$ cat src/rtl/riscv_pkg.sv
// Shared RISC-V execute-path definitions: opcodes, funct3 width codes, LSU states.
package riscv_pkg;

  localparam int unsigned XLEN = 32;

  localparam logic [6:0] OP_LOAD  = 7'b0000011;
  localparam logic [6:0] OP_STORE = 7'b0100011;

  localparam logic [2:0] F3_B  = 3'b000;
  localparam logic [2:0] F3_H  = 3'b001;
  localparam logic [2:0] F3_W  = 3'b010;
  localparam logic [2:0] F3_BU = 3'b100;
  localparam logic [2:0] F3_HU = 3'b101;

  typedef enum logic [1:0] {
    IDLE = 2'd0,
    REQ  = 2'd1,
    WAIT = 2'd2
  } lsu_state_t;

  // Encodings with no defined width for the given access direction.
  function automatic logic f3_illegal(input logic is_load, input logic [2:0] f3);
    if (is_load) return (f3 == 3'b011) || (f3 == 3'b110) || (f3 == 3'b111);
    return f3 > 3'b010;
  endfunction

endpackage

$ cat src/rtl/riscv_lsu_align.sv
// Byte-lane steering for stores and lane extraction/extension for loads.
module riscv_lsu_align
  import riscv_pkg::*;
(
  input  logic [2:0]      f3,
  input  logic [1:0]      off,
  input  logic [XLEN-1:0] rs2,
  input  logic [XLEN-1:0] rdata,
  output logic [3:0]      be_c,
  output logic [XLEN-1:0] wdata_c,
  output logic [XLEN-1:0] ldata_c,
  output logic            misalign_c
);

  logic [XLEN-1:0] byte_sh;
  logic [XLEN-1:0] half_sh;

  assign byte_sh = rdata >> {off, 3'b000};
  assign half_sh = rdata >> {off[1], 4'b0000};

  // Store side: width comes from the low two funct3 bits only.
  always_comb begin
    be_c       = 4'b0000;
    wdata_c    = '0;
    misalign_c = 1'b0;
    case (f3[1:0])
      2'b00: begin
        be_c    = 4'(4'b0001 << off);
        wdata_c = {4{rs2[7:0]}};
      end
      2'b01: begin
        be_c       = 4'(4'b0011 << {off[1], 1'b0});
        wdata_c    = {2{rs2[15:0]}};
        misalign_c = off[0];
      end
      2'b10: begin
        be_c       = 4'b1111;
        wdata_c    = rs2;
        misalign_c = (off != 2'b00);
      end
      default: ;
    endcase
  end

  always_comb begin
    ldata_c = '0;
    case (f3)
      F3_B:    ldata_c = {{24{byte_sh[7]}}, byte_sh[7:0]};
      F3_BU:   ldata_c = {24'h000000, byte_sh[7:0]};
      F3_H:    ldata_c = {{16{half_sh[15]}}, half_sh[15:0]};
      F3_HU:   ldata_c = {16'h0000, half_sh[15:0]};
      F3_W:    ldata_c = rdata;
      default: ldata_c = '0;
    endcase
  end

endmodule

$ cat src/rtl/riscv_lsu.sv
// Load/store unit: one bus transaction at a time, in-order registered write-back.
module riscv_lsu
  import riscv_pkg::*;
(
  input  logic            i_clk,
  input  logic            i_rst_n,
  input  logic            i_valid,
  output logic            o_ready,
  input  logic [6:0]      i_opcode,
  input  logic [2:0]      i_funct3,
  input  logic [XLEN-1:0] i_addr,
  input  logic [XLEN-1:0] i_wdata,
  input  logic [4:0]      i_rd,
  output logic            o_mem_req,
  input  logic            i_mem_gnt,
  output logic            o_mem_we,
  output logic [3:0]      o_mem_be,
  output logic [XLEN-1:0] o_mem_addr,
  output logic [XLEN-1:0] o_mem_wdata,
  input  logic            i_mem_rvalid,
  input  logic [XLEN-1:0] i_mem_rdata,
  output logic            o_wb_valid,
  output logic            o_wb_we,
  output logic [4:0]      o_wb_rd,
  output logic [XLEN-1:0] o_wb_data,
  output logic            o_err
);

  lsu_state_t state_q, state_d;

  logic [2:0] cap_f3_q, cap_f3_d;
  logic [1:0] cap_off_q, cap_off_d;
  logic [4:0] cap_rd_q, cap_rd_d;
  logic       cap_load_q, cap_load_d;

  logic            mem_req_d, mem_we_d;
  logic [3:0]      mem_be_d;
  logic [XLEN-1:0] mem_addr_d, mem_wdata_d;
  logic            wb_valid_d, wb_we_d, err_d;
  logic [4:0]      wb_rd_d;
  logic [XLEN-1:0] wb_data_d;

  logic            accept, is_load, is_store, is_mem, fault;
  logic [2:0]      al_f3;
  logic [1:0]      al_off;
  logic [3:0]      al_be;
  logic [XLEN-1:0] al_wdata, al_ldata;
  logic            al_misalign;

  assign accept   = i_valid & o_ready;
  assign is_load  = (i_opcode == OP_LOAD);
  assign is_store = (i_opcode == OP_STORE);
  assign is_mem   = is_load | is_store;

  // Aligner sees live inputs while idle, captured fields once a transaction is open.
  assign al_f3  = (state_q == IDLE) ? i_funct3 : cap_f3_q;
  assign al_off = (state_q == IDLE) ? i_addr[1:0] : cap_off_q;

  riscv_lsu_align u_align (
    .f3         (al_f3),
    .off        (al_off),
    .rs2        (i_wdata),
    .rdata      (i_mem_rdata),
    .be_c       (al_be),
    .wdata_c    (al_wdata),
    .ldata_c    (al_ldata),
    .misalign_c (al_misalign)
  );

  assign fault = is_mem & (al_misalign | f3_illegal(is_load, i_funct3));

  always_comb begin
    state_d     = state_q;
    cap_f3_d    = cap_f3_q;
    cap_off_d   = cap_off_q;
    cap_rd_d    = cap_rd_q;
    cap_load_d  = cap_load_q;
    mem_req_d   = o_mem_req;
    mem_we_d    = o_mem_we;
    mem_be_d    = o_mem_be;
    mem_addr_d  = o_mem_addr;
    mem_wdata_d = o_mem_wdata;
    wb_valid_d  = 1'b0;
    wb_we_d     = 1'b0;
    wb_rd_d     = o_wb_rd;
    wb_data_d   = o_wb_data;
    err_d       = 1'b0;
    case (state_q)
      IDLE: begin
        if (accept) begin
          if (is_mem && !fault) begin
            state_d     = REQ;
            cap_f3_d    = i_funct3;
            cap_off_d   = i_addr[1:0];
            cap_rd_d    = i_rd;
            cap_load_d  = is_load;
            mem_req_d   = 1'b1;
            mem_we_d    = is_store;
            mem_be_d    = al_be;
            mem_addr_d  = {i_addr[XLEN-1:2], 2'b00};
            mem_wdata_d = is_store ? al_wdata : '0;
          end else begin
            wb_valid_d = 1'b1;
            wb_rd_d    = i_rd;
            if (fault) begin
              err_d     = 1'b1;
              wb_data_d = '0;
            end else begin
              wb_we_d   = (i_rd != 5'd0);
              wb_data_d = i_addr;
            end
          end
        end
      end
      REQ: begin
        if (i_mem_gnt) begin
          mem_req_d = 1'b0;
          mem_we_d  = 1'b0;
          if (cap_load_q) begin
            state_d = WAIT;
          end else begin
            state_d    = IDLE;
            wb_valid_d = 1'b1;
            wb_rd_d    = cap_rd_q;
            wb_data_d  = '0;
          end
        end
      end
      WAIT: begin
        if (i_mem_rvalid) begin
          state_d    = IDLE;
          wb_valid_d = 1'b1;
          wb_we_d    = (cap_rd_q != 5'd0);
          wb_rd_d    = cap_rd_q;
          wb_data_d  = al_ldata;
        end
      end
      default: state_d = IDLE;
    endcase
  end

  always_ff @(posedge i_clk or negedge i_rst_n) begin
    if (!i_rst_n) begin
      state_q     <= IDLE;
      cap_f3_q    <= 3'd0;
      cap_off_q   <= 2'd0;
      cap_rd_q    <= 5'd0;
      cap_load_q  <= 1'b0;
      o_ready     <= 1'b1;
      o_mem_req   <= 1'b0;
      o_mem_we    <= 1'b0;
      o_mem_be    <= 4'd0;
      o_mem_addr  <= '0;
      o_mem_wdata <= '0;
      o_wb_valid  <= 1'b0;
      o_wb_we     <= 1'b0;
      o_wb_rd     <= 5'd0;
      o_wb_data   <= '0;
      o_err       <= 1'b0;
    end else begin
      state_q     <= state_d;
      cap_f3_q    <= cap_f3_d;
      cap_off_q   <= cap_off_d;
      cap_rd_q    <= cap_rd_d;
      cap_load_q  <= cap_load_d;
      o_ready     <= (state_d == IDLE);
      o_mem_req   <= mem_req_d;
      o_mem_we    <= mem_we_d;
      o_mem_be    <= mem_be_d;
      o_mem_addr  <= mem_addr_d;
      o_mem_wdata <= mem_wdata_d;
      o_wb_valid  <= wb_valid_d;
      o_wb_we     <= wb_we_d;
      o_wb_rd     <= wb_rd_d;
      o_wb_data   <= wb_data_d;
      o_err       <= err_d;
    end
  end

endmodule

$ cat config.mk
export PLATFORM = sky130hd
export DESIGN_NAME = riscv_lsu
export DESIGN_NICKNAME = d
export VERILOG_FILES = /design/src/rtl/riscv_pkg.sv /design/src/rtl/riscv_lsu_align.sv /design/src/rtl/riscv_lsu.sv
export SDC_FILE = /design/constraint.sdc
export NUM_CORES = 1
export LEC_CHECK = 0
export CAP_MARGIN = 20
export CORE_MARGIN = 1
export CORE_UTILIZATION = 35
export CTS_CLUSTER_SIZE = 10
export DETAILED_ROUTE_END_ITERATION = 8
export DONT_BUFFER_PORTS = 1
export PLACE_DENSITY_LB_ADDON = 0.2
export SETUP_SLACK_MARGIN = 0.05
export SLEW_MARGIN = 15
export SYNTH_ARGS = -nofsm -noshare
export SYNTH_HDL_FRONTEND = slang
export SYNTH_SLANG_ARGS = --single-unit
$ cat constraint.sdc
create_clock -name i_clk -period 4.1 [get_ports i_clk]
set_input_delay 0.82 -clock i_clk [delete_from_list [all_inputs] [get_ports i_clk]]
set_output_delay 0.82 -clock i_clk [all_outputs]
set_load 0.01 [all_outputs]
==> results.yml, run 1 <==
detailed_routing:
  drc: 0
  drt_iter0_drc: 308
  detail-route-antenna-nets: 0
  vias: 4745
  drt_wl_total_mm: 18.83
  avgRoutedWirePerCell_um: 22.79
  dr.pass1.iters: 5
  drt-vias-per-instance: 5.745
cts:
  clock_latency_ps: 410
  cts_tree: "yes"
  numCtsBuffers: 17
  clock-sinks: 122
  cts_resized: 0
  cts_max_path_buffers: 2
  cts_hold_buffers: 0
  cts_root_buf: "clkbuf_16"
  htree_levels: 4
  postCtsSetupBuffers: 0
  clkTransAtPathRegs_ps: 60
synthesis:
  synthMuxAreaShare_pct: 11.90
  synthSimpleGateAreaFrac_pct: 11.16
  synth_top_family_by_area: "compound AO/OA/AOI/OAI gates"
  seq_area_frac_synth_pct: 48.82
  synth_fa_ha_area_share_pct: 1.600
  avgSynthCellArea_um2: 10.39
  synth_edf_count: 0
  netlist.top_cell.by_area: "dfrtp_1"
  synth_area_leaders: "dfrtp_1, mux2_4, nand2_1, a22o_1, o31ai_1"
  synth-main-ff-cell: "dfrtp_1"
  synth-compound-area-share_pct: 22.04
  synthArstFlopShare_pct: 100.0
  synthCells: 602
  synth_top_cell_area_share_pct: 48.40
  synth-xor-area-share_pct: 0
  ys_warn_count: 0
  synth-seq-cells: 122
  synth.distinct_cells: 51
  syn_area_um2: 6256
setup_path:
  path_max_fanout: 65
  crit_slowest_cell: "or3_4"
  crit_path_start_kind: "flip-flop"
  path_cells: "inv_1, ha_1, mux2i_1, ha_2, nor2b_1, o21ai_4, nand4_4, or3_4, buf_4, mux2_4"
  arrival_ps: 3980
  crit_type: "reg2reg"
  critPathRequiredTime_ps: 4390
  cp_slowest_stage_delay_ps: 760
  end_kind: "flip-flop"
sta:
  finalCritPeriodShare_pct: 89.98
  slew_viol_final: 0
  final-setup-viol-count: 0
  fmax_mhz: 271.1
  period_minus_slack_ps: 3689
  slew-limit-headroom_pct: 38.39
  rsz0062_at_grt: "false"
  fin_ws_ps: 410.7
  skew_ps: 12.92
  whs_ps: 100.5
  hold_viol_final: 0
  tightest_slew_ps: 924.2
  tns_ps: 0
job:
  cap_violations: 0
power:
  irDropWorstVdd_mv: 0.2874
  p_per_area_nw_per_um2: 674.9
  leakage_uw: 0.003204
placement:
  place_inst: 795
  dp_hpwl_mm: 13.46
  gp_congestion: 0.8417
  port_buffers: 0
  post-place-ws_ps: 364.5
die:
  die_width_um: 135.7
  row_count: 48
  die_h_um: 135.7
  placeableCoreArea_um2: 17360
  start_util_pct: 36.04
  dieArea_um2: 18410
  num_io_pins: 227
hold_path:
  hold_path.class: "in2async"
cells_and_area:
  drive_gt1_share_pct: 14.81
  num-fill-cells: 1676
  final_cell_mix: "dfrtp_1, nand2_1, nor2_1"
  final_nets: 713
  num_antenna_cells: 0
  area_delta_synth_final_pct: 13.46
  instances_no_fill: 826
  final_common_cell: "dfrtp_1"
  fin_util_pct: 40.90
global_routing:
  grt_pass1_vias: 4750
  grt_max_degree: 123
  antenna_found_initial: 1
  grt_use_total_pct: 20.55
  grt_pass1_wl_mm: 28.39
  overflow: 0
outcome:
  outcome: "finished, final reports clean"
==> power by group <==
group	switching [µW]	total, µW	internal, µW	leakage (µW)
clock	571	1730	1160	0.000324
sequential	318	1790	1470	0.00158
combinational	784	1270	489	0.00130
total	1670	4790	3120	0.00320
==> per-stage QoR <==
stage	instance area [µm²]	total power, µW
after floorplan	6260	2730
after global placement	6420	3044
after detailed placement	6420	3082
after CTS	7098	4833
after global routing	7098	5066
final	7098	4790
==> area by class of cell <==
class	instances	area [µm²]	area share, %
inverter	10	37.54	0.5288
clock inverter	13	239.0	3.367
tap	225	281.5	3.966
multi-input combinational	425	2949	41.55
clock buffer	18	439.2	6.187
sequential	122	3054	43.03
timing repair buffer	13	97.59	1.375
==> flip-flops by register name, summed over array words and instances, names as in the netlist <==
register	cells
cap_f3_q	3
cap_load_q	1
cap_off_q	2
cap_rd_q	5
o_err	1
o_mem_addr	30
o_mem_be	4
o_mem_req	1
o_mem_wdata	32
o_mem_we	1
o_ready	1
o_wb_data	32
o_wb_rd	5
o_wb_valid	1
o_wb_we	1
state_q	2
==> synthesized netlist by cell type (2+ instances only) <==
cell type,n
dfrtp_1,121
nand2_1,89
nor2_1,54
a21oi_1,40
a22o_1,33
mux2_4,31
o31ai_1,29
clkbuf_1,27
a31oi_1,26
a22oi_1,19
a21o_1,17
o21ai_0,15
mux2i_1,11
inv_1,10
mux2_1,9
buf_2,8
ha_1,8
buf_6,6
o221ai_1,5
buf_4,3
a221oi_1,2
a32oi_1,2
and3_1,2
buf_1,2
mux2_2,2
mux4_2,2
nand3_1,2
o2111ai_1,2
or2_2,2
or4_1,2
==> critical path: cells and delay by family (launching register included) <==
kind,cells,cell delay [ps]
AND/OR/NAND/NOR,3,1090
adder cells (fa/ha/maj),2,770
multiplexers,2,700
buffers and inverters,2,480
flip-flops,1,430
AO/OA/AOI/OAI,1,100
==> cells by family after synthesis <==
kind of cell | Yosys count
and+or+nand+nor | 163
muxes | 55
adders and majority gates | 8
other | 1
DFF | 122
AOI/OAI and AO/OA | 197
buffers and inverters | 56
==> path summary, 6_finish.rpt <==
kind	cells after the start	end	slack, ps	from
worst min-delay path	0	o_mem_addr[10]	100	i_rst_n
worst min register to register	1	cap_f3_q[1]	520	cap_f3_q[1]
worst max register to register	10	o_mem_addr[31]	410	state_q[1]
max in group asynchronous	0	o_ready	3760	i_rst_n
min in group i_clk	1	cap_f3_q[1]	520	cap_f3_q[1]
worst max-delay path	10	o_mem_addr[31]	410	state_q[1]
==> layer usage <==
layer | share of wire [%] | GRT usage [%] | vias to the layer above
li1 | - | - | 2161
met2 | 47 | 31.01 | 226
met3 | 10 | 8.193 | 25
met5 | 0.069 | 0 | -
met4 | 1.6 | 7.116 | 2
met1 | 41 | 26.49 | 2331
Note: power is estimated with default switching activity, not from simulation.
==> inputs of run 2 (changes only) <==
--- a/config.mk
+++ b/config.mk
@@ -11,6 +11,7 @@
 export CTS_CLUSTER_SIZE = 10
 export DETAILED_ROUTE_END_ITERATION = 8
 export DONT_BUFFER_PORTS = 1
+export MAX_ROUTING_LAYER = met4
 export PLACE_DENSITY_LB_ADDON = 0.2
 export SETUP_SLACK_MARGIN = 0.05
 export SLEW_MARGIN = 15
==> run 2 against run 1 <==
Net effect:
- critical path depth unchanged
- largest power group unchanged
- flip-flop and latch count did not move
- clock skew down 5.3 ps
- sequential share of layout area barely moved
- maximum frequency fell by 0.50%
==> results.yml, run 2 (same netlist as run 1, synthesis figures left out) <==
outcome:
  outcome: "finished, final reports clean"
cts:
  cts_tree: "yes"
  cts_resized: 0
  cts_root_buf: "clkbuf_16"
  clock_latency_ps: 410
  postCtsSetupBuffers: 0
  htree_levels: 4
  numCtsBuffers: 17
  cts_max_path_buffers: 2
  cts_hold_buffers: 0
  clkTransAtPathRegs_ps: 60
  clock-sinks: 122
detailed_routing:
  dr.pass1.iters: 5
  detail-route-antenna-nets: 0
  drt_wl_total_mm: 18.72
  avgRoutedWirePerCell_um: 22.64
  drt_iter0_drc: 359
  vias: 4752
  drt-vias-per-instance: 5.746
  drc: 0
die:
  start_util_pct: 36.04
  die_h_um: 135.7
  die_width_um: 135.7
  row_count: 48
  num_io_pins: 227
  dieArea_um2: 18410
  placeableCoreArea_um2: 17360
power:
  p_seq_share_pct: 37.3
  irDropWorstVdd_mv: 0.2881
  pwr-share-comb_pct: 26.6
  internal-power_uw: 3118
  leakage_uw: 0.003204
  p_per_area_nw_per_um2: 674.5
  clkPwrFrac_pct: 36.1
  power.switching_uw: 1671
  power_switching_share_pct: 34.90
placement:
  dp_hpwl_mm: 13.46
  post-place-ws_ps: 364.5
  gp_congestion: 0.8548
  port_buffers: 0
  place_inst: 795
  postPlaceCellArea_um2: 6420
cells_and_area:
  final_common_cell: "dfrtp_1"
  num-fill-cells: 1677
  final_nets: 713
  largestRegisters: "o_mem_wdata: 32 flops, o_wb_data: 32 flops, o_mem_addr: 30 flops"
  final_area_um2: 7101
  drive_gt1_share_pct: 14.81
  final_cell_mix: "dfrtp_1, nand2_1, nor2_1"
  multi_input_area_um2: 2949
  instances_no_fill: 827
  regArea_um2: 3054
  area_delta_synth_final_pct: 13.50
global_routing:
  use_met3_pct: 8.118
  grt_pass1_wl_mm: 28.36
  grt_max_degree: 123
  overflow: 0
  grtUsageMet2_pct: 30.87
  grt_pass1_vias: 4758
  antenna_found_initial: 1
  grtUsageMet1_pct: 26.61
  busiest_layer: "met2"
  grt_use_total_pct: 21.10
sta:
  hold_viol_final: 0
  fin_ws_ps: 392.3
  fmax_mhz: 269.7
  rsz0062_at_grt: "false"
  final-setup-viol-count: 0
  finalCritPeriodShare_pct: 90.43
  tightest_slew_ps: 930.7
  period_minus_slack_ps: 3708
  skew_ps: 7.596
  tns_ps: 0
  whs_ps: 99.66
  slew-limit-headroom_pct: 37.96
  slew_viol_final: 0
hold_path:
  hold_path.class: "in2async"
job:
  cap_violations: 0
setup_path:
  end_kind: "flip-flop"
  crit_path_start_kind: "flip-flop"
  critPathRequiredTime_ps: 4390
  crit_type: "reg2reg"
  path_max_fanout: 65
  reg2regPathDepth: 10
  arrival_ps: 4000
==> run 2: cell types whose count changed in the layout (fill, tap and decap cells not counted), sizes merged <==
cell   before  now
diode       0    1
==> run 2: metal layers <==
metal | vias up | share of wire [%]
li1 | 2166 | -
met2 | 216 | 46
met4 | 0 | 1.8
met3 | 27 | 10
met5 | - | 0
met1 | 2343 | 42
==> run 2: final timing paths <==
path                             endpoint        start  slack (ps)
max                           cap_rd_q[1]   state_q[1]         390
min                        o_mem_addr[10]      i_rst_n         100
max reg2reg                   cap_rd_q[1]   state_q[1]         390
min reg2reg                   cap_f3_q[1]  cap_f3_q[1]         520
max in group asynchronous         o_ready      i_rst_n        3760
min in group i_clk            cap_f3_q[1]  cap_f3_q[1]         520
==> run 2: through the flow <==
step / utilization, % / power [µW]
after floorplan: - / 2730
final: 40.91 / 4789
after detailed placement: 36.99 / 3082
after global placement: 36.99 / 3044
after CTS: 40.90 / 4833
after global routing: 40.91 / 5066
==> run 2: cell type report <==
| type | instances | share of cell area (%) |
|---|---|---|
| Antenna cell | 1 | 0.03524 |
| Clock inverter | 13 | 3.366 |
| Sequential cell | 122 | 43.01 |
| Clock buffer | 18 | 6.185 |
| Multi-Input combinational cell | 425 | 41.53 |
| Tap cell | 225 | 3.965 |
| Timing Repair Buffer | 13 | 1.374 |
| Inverter | 10 | 0.5286 |
==> run 2: worst max-delay path: stages, from the launching register on <==
cell     delay, ps
dfrtp_1        430
inv_1          100
ha_1           420
mux2i_1        380
ha_2           350
nor2b_1        190
o21ai_4        100
nand4_4        140
or3_4          760
buf_4          390
mux2_4         320
==> run 2: power groups by stage <==
stage	clock [µW]	combinational (µW)	sequential (µW)
after floorplan	0	1000	1730
after global placement	0	1240	1800
after detailed placement	0	1280	1810
after CTS	1770	1270	1790
after global routing	1820	1430	1820
final	1730	1270	1790
